$ cat config.mk
export PLATFORM = sky130hd
export DESIGN_NAME = systolic_result_drainer
export DESIGN_NICKNAME = d
export VERILOG_FILES = /design/src/rtl/systolic_result_drainer_pkg.sv /design/src/rtl/systolic_sat_clamp.sv /design/src/rtl/systolic_result_drainer.sv
export SDC_FILE = /design/constraint.sdc
export NUM_CORES = 1
export LEC_CHECK = 0
export BUFFER_PORTS_ARGS = -buffer_cell sky130_fd_sc_hd__buf_2
export CAP_MARGIN = 30
export CORE_AREA = 8 8 447 449
export CTS_BUF_LIST = sky130_fd_sc_hd__clkbuf_2 sky130_fd_sc_hd__clkbuf_4 sky130_fd_sc_hd__clkbuf_8
export DETAILED_ROUTE_END_ITERATION = 10
export DIE_AREA = 0 0 455 457
export GPL_TIMING_DRIVEN = 0
export PLACE_DENSITY = 0.47
export SLEW_MARGIN = 20
export SYNTH_ARGS = -nofsm -noshare
export SYNTH_HDL_FRONTEND = slang
export SYNTH_SLANG_ARGS = --single-unit
$ cat constraint.sdc
create_clock -name clk -period 42.2 [get_ports clk]
set_input_delay 4.22 -clock clk [delete_from_list [all_inputs] [get_ports clk]]
set_output_delay 4.22 -clock clk [all_outputs]
set_load 0.05 [all_outputs]
$ cat src/rtl/systolic_result_drainer_pkg.sv
// Shared types and helpers for the systolic result drainer: FSM state encoding
// and the row-index width rule used by the top level.
package systolic_result_drainer_pkg;

    typedef enum logic {
        IDLE   = 1'b0,
        STREAM = 1'b1
    } drain_state_e;

    // A single-row array still needs a 1-bit row index port.
    function automatic int row_idx_width(input int rows);
        return (rows > 1) ? $clog2(rows) : 1;
    endfunction

endpackage

$ cat src/rtl/systolic_sat_clamp.sv
// Combinational signed clamp of one IN_W-bit accumulator to OUT_W bits,
// with a flag raised whenever the value had to be limited.
module systolic_sat_clamp #(
    parameter int IN_W  = 16,
    parameter int OUT_W = 16
) (
    input  logic [IN_W-1:0]  in_val,
    output logic [OUT_W-1:0] out_val,
    output logic             sat
);

    if (OUT_W >= IN_W) begin : g_pass
        assign out_val = in_val[OUT_W-1:0];
        assign sat     = 1'b0;
    end else begin : g_clamp
        // The value fits when every dropped bit equals the new sign bit.
        logic [IN_W-OUT_W:0] top_bits;
        logic                fits;

        assign top_bits = in_val[IN_W-1:OUT_W-1];
        assign fits     = (top_bits == '0) || (top_bits == '1);

        // NOTE: every output gets a value on every path, so no latch is inferred.
        always_comb begin
            sat     = !fits;
            out_val = in_val[OUT_W-1:0];
            if (!fits) begin
                out_val = in_val[IN_W-1] ? {1'b1, {(OUT_W-1){1'b0}}}
                                         : {1'b0, {(OUT_W-1){1'b1}}};
            end
        end
    end

endmodule

$ cat src/rtl/systolic_result_drainer.sv
// Snapshots the PE array result matrix on a drain request and streams it out
// one clamped row per beat over a valid/ready handshake.
module systolic_result_drainer
    import systolic_result_drainer_pkg::*;
#(
    parameter int DATA_WIDTH = 8,
    parameter int ROWS       = 8,
    parameter int COLS       = 8,
    parameter int OUT_WIDTH  = 16,
    localparam int ACC_W     = 2 * DATA_WIDTH,
    localparam int ROW_W     = row_idx_width(ROWS)
) (
    input  logic                       clk,
    input  logic                       rst_n,
    input  logic                       drain,
    input  logic [ACC_W*ROWS*COLS-1:0] C_in,
    output logic                       drain_ack,
    output logic                       busy,
    output logic [COLS*OUT_WIDTH-1:0]  out_data,
    output logic                       out_valid,
    input  logic                       out_ready,
    output logic [ROW_W-1:0]           out_row,
    output logic                       out_last,
    output logic                       out_sat
);

    localparam int ROW_BITS = COLS * ACC_W;

    drain_state_e            state;
    logic                    capture;
    logic [ROW_BITS-1:0]     snap [ROWS];
    logic [ROW_BITS-1:0]     cur_row;
    logic [COLS*OUT_WIDTH-1:0] clamped;
    logic [COLS-1:0]         sat_col;

    assign capture = (state == IDLE) && drain;

    // NOTE: the snapshot is a data buffer; it is only read while out_valid is high, so it has no reset.
    always_ff @(posedge clk) begin
        if (capture) begin
            for (int r = 0; r < ROWS; r++) begin
                snap[r] <= C_in[r*ROW_BITS +: ROW_BITS];
            end
        end
    end

    // NOTE: sequential state uses non-blocking assignments so every register samples pre-edge values.
    always_ff @(posedge clk) begin
        if (!rst_n) begin
            state     <= IDLE;
            out_row   <= '0;
            drain_ack <= 1'b0;
            busy      <= 1'b0;
            out_valid <= 1'b0;
            out_last  <= 1'b0;
        end else begin
            drain_ack <= 1'b0;
            case (state)
                IDLE: begin
                    if (drain) begin
                        state     <= STREAM;
                        out_row   <= '0;
                        drain_ack <= 1'b1;
                        busy      <= 1'b1;
                        out_valid <= 1'b1;
                        out_last  <= (ROWS == 1);
                    end
                end
                STREAM: begin
                    if (out_valid && out_ready) begin
                        if (out_last) begin
                            state     <= IDLE;
                            out_row   <= '0;
                            busy      <= 1'b0;
                            out_valid <= 1'b0;
                            out_last  <= 1'b0;
                        end else begin
                            out_row  <= out_row + ROW_W'(1);
                            out_last <= (out_row == ROW_W'(ROWS - 2));
                        end
                    end
                end
            endcase
        end
    end

    // Row data is clamped on the way out; the snapshot is frozen while streaming,
    // so the beat holds stable under backpressure.
    assign cur_row = snap[out_row];

    for (genvar c = 0; c < COLS; c++) begin : g_col
        systolic_sat_clamp #(
            .IN_W  (ACC_W),
            .OUT_W (OUT_WIDTH)
        ) u_clamp (
            .in_val  (cur_row[c*ACC_W +: ACC_W]),
            .out_val (clamped[c*OUT_WIDTH +: OUT_WIDTH]),
            .sat     (sat_col[c])
        );
    end

    assign out_data = out_valid ? clamped : '0;
    assign out_sat  = out_valid && (|sat_col);

endmodule

==> impl_results.md, run 1 <==
- Syn_nets: 2979
- Detail Route Antenna Nets: 0
- Sequential group share of total power: 49.8%
- Switching power summed over all nets: 0.624 mW
- Internal cell power: 1.83 mW
- Leakage dissipation: 20.0 nW
- GRT Util Overall: 17.8%
- GPL Wtd Cong: 0.899
- Worst vdd rail ir drop: 0.0238 mV
- Result of the run: finished, final reports clean
- Remaining routing DRC violations: 0
- Hold buffer count at cts: 0
- Depth of the CTS H-tree: 4
- Final wirelength: 194 mm
- Worst Path Arrival: 4.32 ns
- Initial antenna violation count: 202
- Hold path start: out_row[2]$_SDFFE_PN0P_
- Yosys reg bits: 1034
- Worst stage delay on the critical path: 0.78 ns
- Synth Warn #: 0
- Instance count of the mapped netlist: 1949
- Final number of setup-violating endpoints: 0
- Area growth from synthesis to final layout: 33.7%
- Util after Layout: 28.1%
- Sinks on the clock net: 1034
- Total iterations of the first detailed-routing run: 5
- Critical path's slowest cell: sky130_fd_sc_hd__a221oi_2
- Total congestion overflow after global routing: 0
- Maximum clock insertion buffer count: 3
- Die outline width: 455 um
- Class of the worst hold path: reg2reg
- Register area share after synthesis: 76.3%
- IO buf count: 1162
- Post-Syn Area: 40500 um^2
- Ratio of cells with drive above 1 in the final layout: 55.9%
- Critical Path End Type: output port
- Post-layout net count: 4356
- Crit path kind: reg2out
- Largest net degree at the start of global routing: 108
- Reg2reg start: state$_SDFF_PN0_
- Number of hold violations in the final report: 0
- Final clock period utilization by the worst path: 20.2%
- CTS tree: built
- Top routing layer in use: met5
- Wire length on met1: 75.3 mm
- Starting DRC count in detailed routing: 2228
- Number of different library cells in the post-synthesis netlist: 35
- Total die area: 208000 um^2
- Vertical die dimension: 457 um
- Number of primary I/O pins: 1164
- Clock Pin Slew Worst Setup and Hold Paths: 0.06 ns
- Unrepaired setup endpoints after global routing: false
- Starting utilization of the core area: 21.0%
- Required time reported for the critical path endpoint: 37.98 ns
- Post-CTS resize count: 0
- Critical path, cell by cell: nand2b_1, buf_2, clkbuf_1, o21ai_0, a221oi_2, buf_2
- Final Max Tran Viols: 0
- Insertion delay to the later sink of the worst-skew pair: 0.95 ns
- Detailed-route via count: 26.0k
- HPWL Detailed: 153 mm
- Switching part of the total power: 25.4%
- Upper clock frequency limit: 117 MHz
- Clock skew: 0.0278 ns
- Slew @ Worst Pin: 0.986 ns
- Number of max-cap violations: 0
- Logic gate share of total power: 8.2%
- Portion of total power attributed to the clock network: 42.1%
- Power per cell area: 45.2 nW/um^2
- Global-route wire length before repair: 247 mm
- Category of the worst setup path launch point: register
- Root buffer cell: sky130_fd_sc_hd__clkbuf_8
- Most frequent standard cell in the layout excluding fill and tap cells: sky130_fd_sc_hd__buf_2
- Length of routed met2 wiring: 89.5 mm
- Average cell area after synthesis: 20.8 um^2
- CTS buffer count: 193
- Vias in the first global route: 26.8k
- Most frequent cells in the layout: 1192 x sky130_fd_sc_hd__buf_2, 1024 x sky130_fd_sc_hd__edfxtp_1, 201 x sky130_fd_sc_hd__clkbuf_8
- Accumulated negative setup slack: 0 ns
- Routed length on met3: 20.5 mm
- Standard-cell row count: 162
- Number of filler instances in the final layout: 19.7k
- Relative max-transition margin: 34.3%
- Core ar.: 193000 um^2
- Highest net fanout along the worst path: 10
- Post-CTS setup-driven buffer insertion count: 0
- Most repeated library cell on the critical path: sky130_fd_sc_hd__buf_2
- WL per Instance: 31.7 um
- Final critical delay including setup and external delays: 8.54 ns
- Ratio of routed vias to standard cells: 4.25
worst max-delay path: cells and delay by family (launching register included):
kind | cells | cell delay (ns)
buffers and inverters | 3 | 1.74
AOI/OAI and AO/OA | 2 | 1.01
DFF | 1 | 0.44
and+or+nand+nor | 1 | 0.15
logic make-up (layout without fill, tap and decap cells):
group | count (synthesis) | in the layout | share of synthesized area [%]
buffers and inverters | 245 | 1786 | 3.14
and+or+nand+nor | 17 | 17 | 0.231
muxes | 384 | 384 | 13.8
DFF | 1034 | 1034 | 76.3
adders and majority gates | 2 | 2 | 0.0617
AOI/OAI and AO/OA | 266 | 266 | 6.40
other | 1 | 81 | 0.00925
path summary, 6_finish.rpt:
kind,endpoint,slack (ns),depth (start not counted)
min,register,0.54,2
max,out_data[101],33.66,6
max reg2reg,snap[6][39]$_DFFE_PP_,38.47,7
min reg2reg,register,0.54,2
final cells by class:
cell class / count / area (um^2) / area share (%)
inverters: 130 / 495 / 0.914
flip-flops and latches: 1034 / 31000 / 57.1
multi-input cells: 670 / 8320 / 15.4
well taps: 2542 / 3180 / 5.87
plain buffers: 115 / 791 / 1.46
clock inverters: 110 / 882 / 1.63
diodes: 80 / 200 / 0.369
clock buffers: 249 / 3130 / 5.77
repair buffers: 1182 / 6270 / 11.6
synth_stat cells (all sizes together):
cell type	number	area (um^2)
mux2i	128	1280
o21ai	129	646
nor2	3	13.8
o22ai	1	6.26
mux2	128	1440
o2bb2ai	1	8.76
inv	130	488
a41oi	1	8.76
a211o	2	17.5
edfxtp	1024	30700
a21boi	2	15.0
clkbuf	44	180
and3	1	6.26
nand4b	1	8.76
nand2	3	11.3
and2	2	12.5
buf	71	606
mux4	128	2880
nand2b	3	18.8
a2bb2oi	1	8.76
conb	1	3.75
nand3b	1	7.51
ha	2	25.0
o21a	1	7.51
a221oi	128	1880
nand3	3	15.0
dfxtp	10	200
sequential cells by signal (all words and copies together) (netlist names), named ones only:
name       flops
drain_ack      1
state          1
out_valid      1
out_last       1
snap        1024
out_row        3
metrics by stage:
| step | area (um^2) | std cells | hold slack, ns | power [mW] | worst slack (ns) |
|---|---|---|---|---|---|
| 6_report | 54200 | 6112 | 0.539 | 2.45 | 33.66 |
| 5_1_grt | 54100 | 6082 | 0.586 | 2.55 | 33.31 |
| 4_1_cts | 54000 | 6031 | 0.542 | 2.50 | 33.39 |
| 3_5_place_dp | 50000 | 5672 | 0.529 | 1.44 | 34.51 |
| 3_3_place_gp | 49500 | 5653 | 0.527 | 1.52 | 6.37 |
| 2_1_floorplan | 40500 | 1949 | 0.505 | 1.38 | 16.79 |
power by group through the flow:
stage	clock network [mW]	registers (mW)	logic (mW)
floorplan	0	1.29	0.0952
global placement	0	1.33	0.193
detailed placement	0	1.24	0.203
CTS	1.07	1.22	0.203
global route	1.11	1.22	0.213
finish	1.03	1.22	0.200
layer usage:
| layer | vias to the layer above | track usage (%) |
|---|---|---|
| met4 | 80 | 8.18 |
| met1 | 13000 | 21.3 |
| met5 | - | 0 |
| li1 | 10900 | - |
| met2 | 1486 | 27.9 |
| met3 | 498 | 7.54 |
No activity file was read; power rests on OpenSTA's default activity.
==> inputs of run 2 (changes only) <==
Settings changed: ABC_AREA from default to 1, CORE_AREA 8 8 447 449 to 8 8 444 446, DIE_AREA 0 0 455 457 to 0 0 452 454, PLACE_DENSITY 0.47 to 0.52.
Clock period 42.2 ns to 7.39 ns, I/O delays scaled along.
==> run 2 against run 1 <==
Effect of this change:
- clock power grew to 5.5 times the previous value
- clock skew increased by 0.028 ns
- die area is 1.3% lower
- combinational power increased to 12 times the previous value
- wire length grew 16%
- worst setup slack lost 31 ns
- sequential cell count stayed put
- critical endpoint is now out_data[73]
- global-route usage up 3.0 points
- clock-buffer cell count increased by 6
- cell count increased by 58%
- via count up 58%
==> impl_results.md, run 2 <==
- Vias in the first global route: 42.4k
- Most flop-heavy register: snap
- Worst flop-to-flop path endpoint: snap[6][90]$_DFFE_PP_
- Upper clock frequency limit: 212 MHz
- Instance count of the mapped netlist: 4488
- Sinks on the clock net: 1034
- Category of the worst setup path launch point: register
- Final critical delay including setup and external delays: 4.71 ns
- Post-Syn Area: 45000 um^2
- Relative max-transition margin: 38.2%
- GPL Wtd Cong: 0.932
- Insertion delay to the later sink of the worst-skew pair: 0.96 ns
- Worst Path Arrival: 3.97 ns
- Placed Cells incl. Taps: 8203
- Portion of total power attributed to the clock network: 37.5%
- Die outline width: 452 um
- Most numerous cell types in the synthesized netlist: 1291 x sky130_fd_sc_hd__nand2_1, 1032 x sky130_fd_sc_hd__inv_1, 1024 x sky130_fd_sc_hd__edfxtp_1
- Yosys reg bits: 1034
- Number of flip-flops in the largest register: 1024
- Switching power summed over all nets: 4.29 mW
- Depth of the CTS H-tree: 4
- Result of the run: finished, final reports clean
- Number of hold violations in the final report: 0
- Syn_nets: 5518
- IO buf count: 1162
- Synth Flop Type: sky130_fd_sc_hd__edfxtp_1
- Internal cell power: 10.9 mW
- Hold-critical path depth: 3
- Slew @ Worst Pin: 0.928 ns
- Min-Delay Endpoint: drain_ack$_SDFF_PP0_
- Largest regs: snap x1024, out_row x3
- Most frequent standard cell in the layout excluding fill and tap cells: sky130_fd_sc_hd__buf_2
- WL per Instance: 23.3 um
- Worst vdd rail ir drop: 0.148 mV
- Number of synthesized flops with an enable pin: 1024
- R2r worst-path depth: 14
- Clock Pin Slew Worst Setup and Hold Paths: 0.05 ns
- Detailed-route via count: 41.0k
- Starting utilization of the core area: 23.8%
- Initial antenna violation count: 84
- Crit path buf inv count: 4
- Sequential group share of total power: 46.5%
- Final Max Tran Viols: 0
- Logic gate share of total power: 15.9%
- GRT Util Overall: 20.9%
- CTS tree: built
- Most frequent cells in the layout: 1314 x sky130_fd_sc_hd__buf_2, 1290 x sky130_fd_sc_hd__nand2_1, 1031 x sky130_fd_sc_hd__inv_1
- Final number of setup-violating endpoints: 0
- Remaining routing DRC violations: 0
- Post-layout net count: 7939
- Largest delay contributor family on the critical path: buffers and inverters
- Clock skew: 0.0562 ns
- Global-route wire length before repair: 305 mm
- Reg2reg start: state$_SDFF_PN0_
- Switching part of the total power: 28.3%
- Post-synthesis cell type with the largest combined area: sky130_fd_sc_hd__edfxtp_1
- Total congestion overflow after global routing: 0
- CTS buffer count: 190
- Standard-cell row count: 160
- Hold buffer count at cts: 1025
- Number of primary I/O pins: 1164
- Final wirelength: 225 mm
- Worst stage delay on the critical path: 0.62 ns
- Total iterations of the first detailed-routing run: 6
- Cell with the most instances after synthesis: sky130_fd_sc_hd__nand2_1
- Final clock period utilization by the worst path: 63.7%
- Largest net degree at the start of global routing: 37
- Count of placed standard cells in the final layout, fillers left out: 9628
- Reg-to-reg slack, setup: 3.45 ns
- Hold path start: drain
- Power per cell area: 220 nW/um^2
- Vertical die dimension: 454 um
- Post-CTS resize count: 0
- Starting DRC count in detailed routing: 3559
- Ratio of routed vias to standard cells: 4.26
- Critical path's slowest cell: sky130_fd_sc_hd__buf_2
- Synth Warn #: 0
- Number of different library cells in the post-synthesis netlist: 18
- Core ar.: 190000 um^2
- Root buffer cell: sky130_fd_sc_hd__clkbuf_8
- Most repeated library cell on the critical path: sky130_fd_sc_hd__buf_2
- Leakage dissipation: 32.1 nW
- Final worst hold slack: 0.183 ns
- Average cell area after synthesis: 10.0 um^2
- Crit path kind: reg2out
- Yosys top cell area share: 68.3%
- Post-CTS setup-driven buffer insertion count: 0
- Main area contributors after synthesis: sky130_fd_sc_hd__edfxtp_1 68%, sky130_fd_sc_hd__nand2_1 11%, sky130_fd_sc_hd__inv_1 8.6%
- Share of flip-flops with an asynchronous set or reset: 0%
- HPWL Detailed: 168 mm
- Number of max-cap violations: 0
- Critical path, cell by cell: buf_2, buf_2, buf_2, nand3_1, nand2_1, nor2_1, nor2_1, buf_2
- Maximum clock insertion buffer count: 3
- Detail Route Antenna Nets: 0
- Highest net fanout along the worst path: 10
- Total die area: 205000 um^2
- Critical Path End Type: output port
- Area growth from synthesis to final layout: 53.4%
- Class of the worst hold path: in2reg
- Required time reported for the critical path endpoint: 6.65 ns
- Unrepaired setup endpoints after global routing: false
- Ratio of cells with drive above 1 in the final layout: 23.9%
- Register area share after synthesis: 68.7%
-- run 2: worst register-to-register path, cell delays in order, from the launching register on --
cell                         delay (ns)
sky130_fd_sc_hd__dfxtp_1           0.31
sky130_fd_sc_hd__inv_1             0.11
sky130_fd_sc_hd__nand2_2           0.10
sky130_fd_sc_hd__clkinvlp_4        0.46
sky130_fd_sc_hd__buf_12            0.30
sky130_fd_sc_hd__buf_12            0.25
sky130_fd_sc_hd__buf_12            0.24
sky130_fd_sc_hd__buf_12            0.23
sky130_fd_sc_hd__buf_12            0.23
sky130_fd_sc_hd__buf_12            0.24
sky130_fd_sc_hd__buf_12            0.23
sky130_fd_sc_hd__buf_12            0.26
sky130_fd_sc_hd__buf_16            0.20
sky130_fd_sc_hd__buf_12            0.21
sky130_fd_sc_hd__buf_12            0.24
-- run 2: logic make-up after synthesis --
kind of cell	share of synthesized area, %
other	0.00833
adders and majority gates	0.0556
AOI/OAI and AO/OA	0.0722
DFF	68.7
and+or+nand+nor	20.1
buffers and inverters	11.0
-- run 2: how the worst max path moves through the flow --
stage,to,slack [ns],cells after the start
after detailed placement,snap[6][91]$_DFFE_PP_,2.99,14
final,out_data[73],2.68,8
after global placement,snap[1][75]$_DFFE_PP_,-17.47,3
after floorplan,snap[0][0]$_DFFE_PP_,-9.25,2
after global routing,out_data[73],2.50,8
after CTS,out_data[1],2.53,8
-- run 2: metrics by stage --
step	TNS, ns	area [um^2]	utilization, %	power, mW	setup WS, ns
2_1_floorplan	-9471.02	45000	-	8.39	-9.25
3_3_place_gp	-	54000	28.5	9.44	-17.47
3_5_place_dp	0	54900	28.9	9.10	2.99
4_1_cts	0	68900	36.4	15.3	2.53
5_1_grt	0	69100	36.4	15.8	2.50
6_report	0	69100	36.4	15.2	2.68
-- run 2: layout make-up --
cell class,instances,area (um^2)
sequential,1034,30900
tap,2511,3140
fill,18900,120000
inverter,1034,3890
timing repair buffer,2229,16900
clock inverter,84,702
multi-input combinational,2206,9120
buffer,214,1080
clock buffer,255,3100
antenna,61,153
-- run 2: routing by layer --
metal  vias up  track usage (%)  wire (um)
met1     19400             23.7      83900
met5         -                0         54
met2      2028             36.6     113000
met4         8             10.5      11600
li1      19000                -          -
met3       508             5.09      16100
-- run 2: power groups by stage --
stage | Clock [mW] | Combinational [mW] | Sequential [mW]
6_report | 5.69 | 2.42 | 7.06
5_1_grt | 6.08 | 2.59 | 7.08
4_1_cts | 5.85 | 2.42 | 7.05
3_5_place_dp | 0 | 1.93 | 7.17
3_3_place_gp | 0 | 1.83 | 7.61
2_1_floorplan | 0 | 0.952 | 7.43
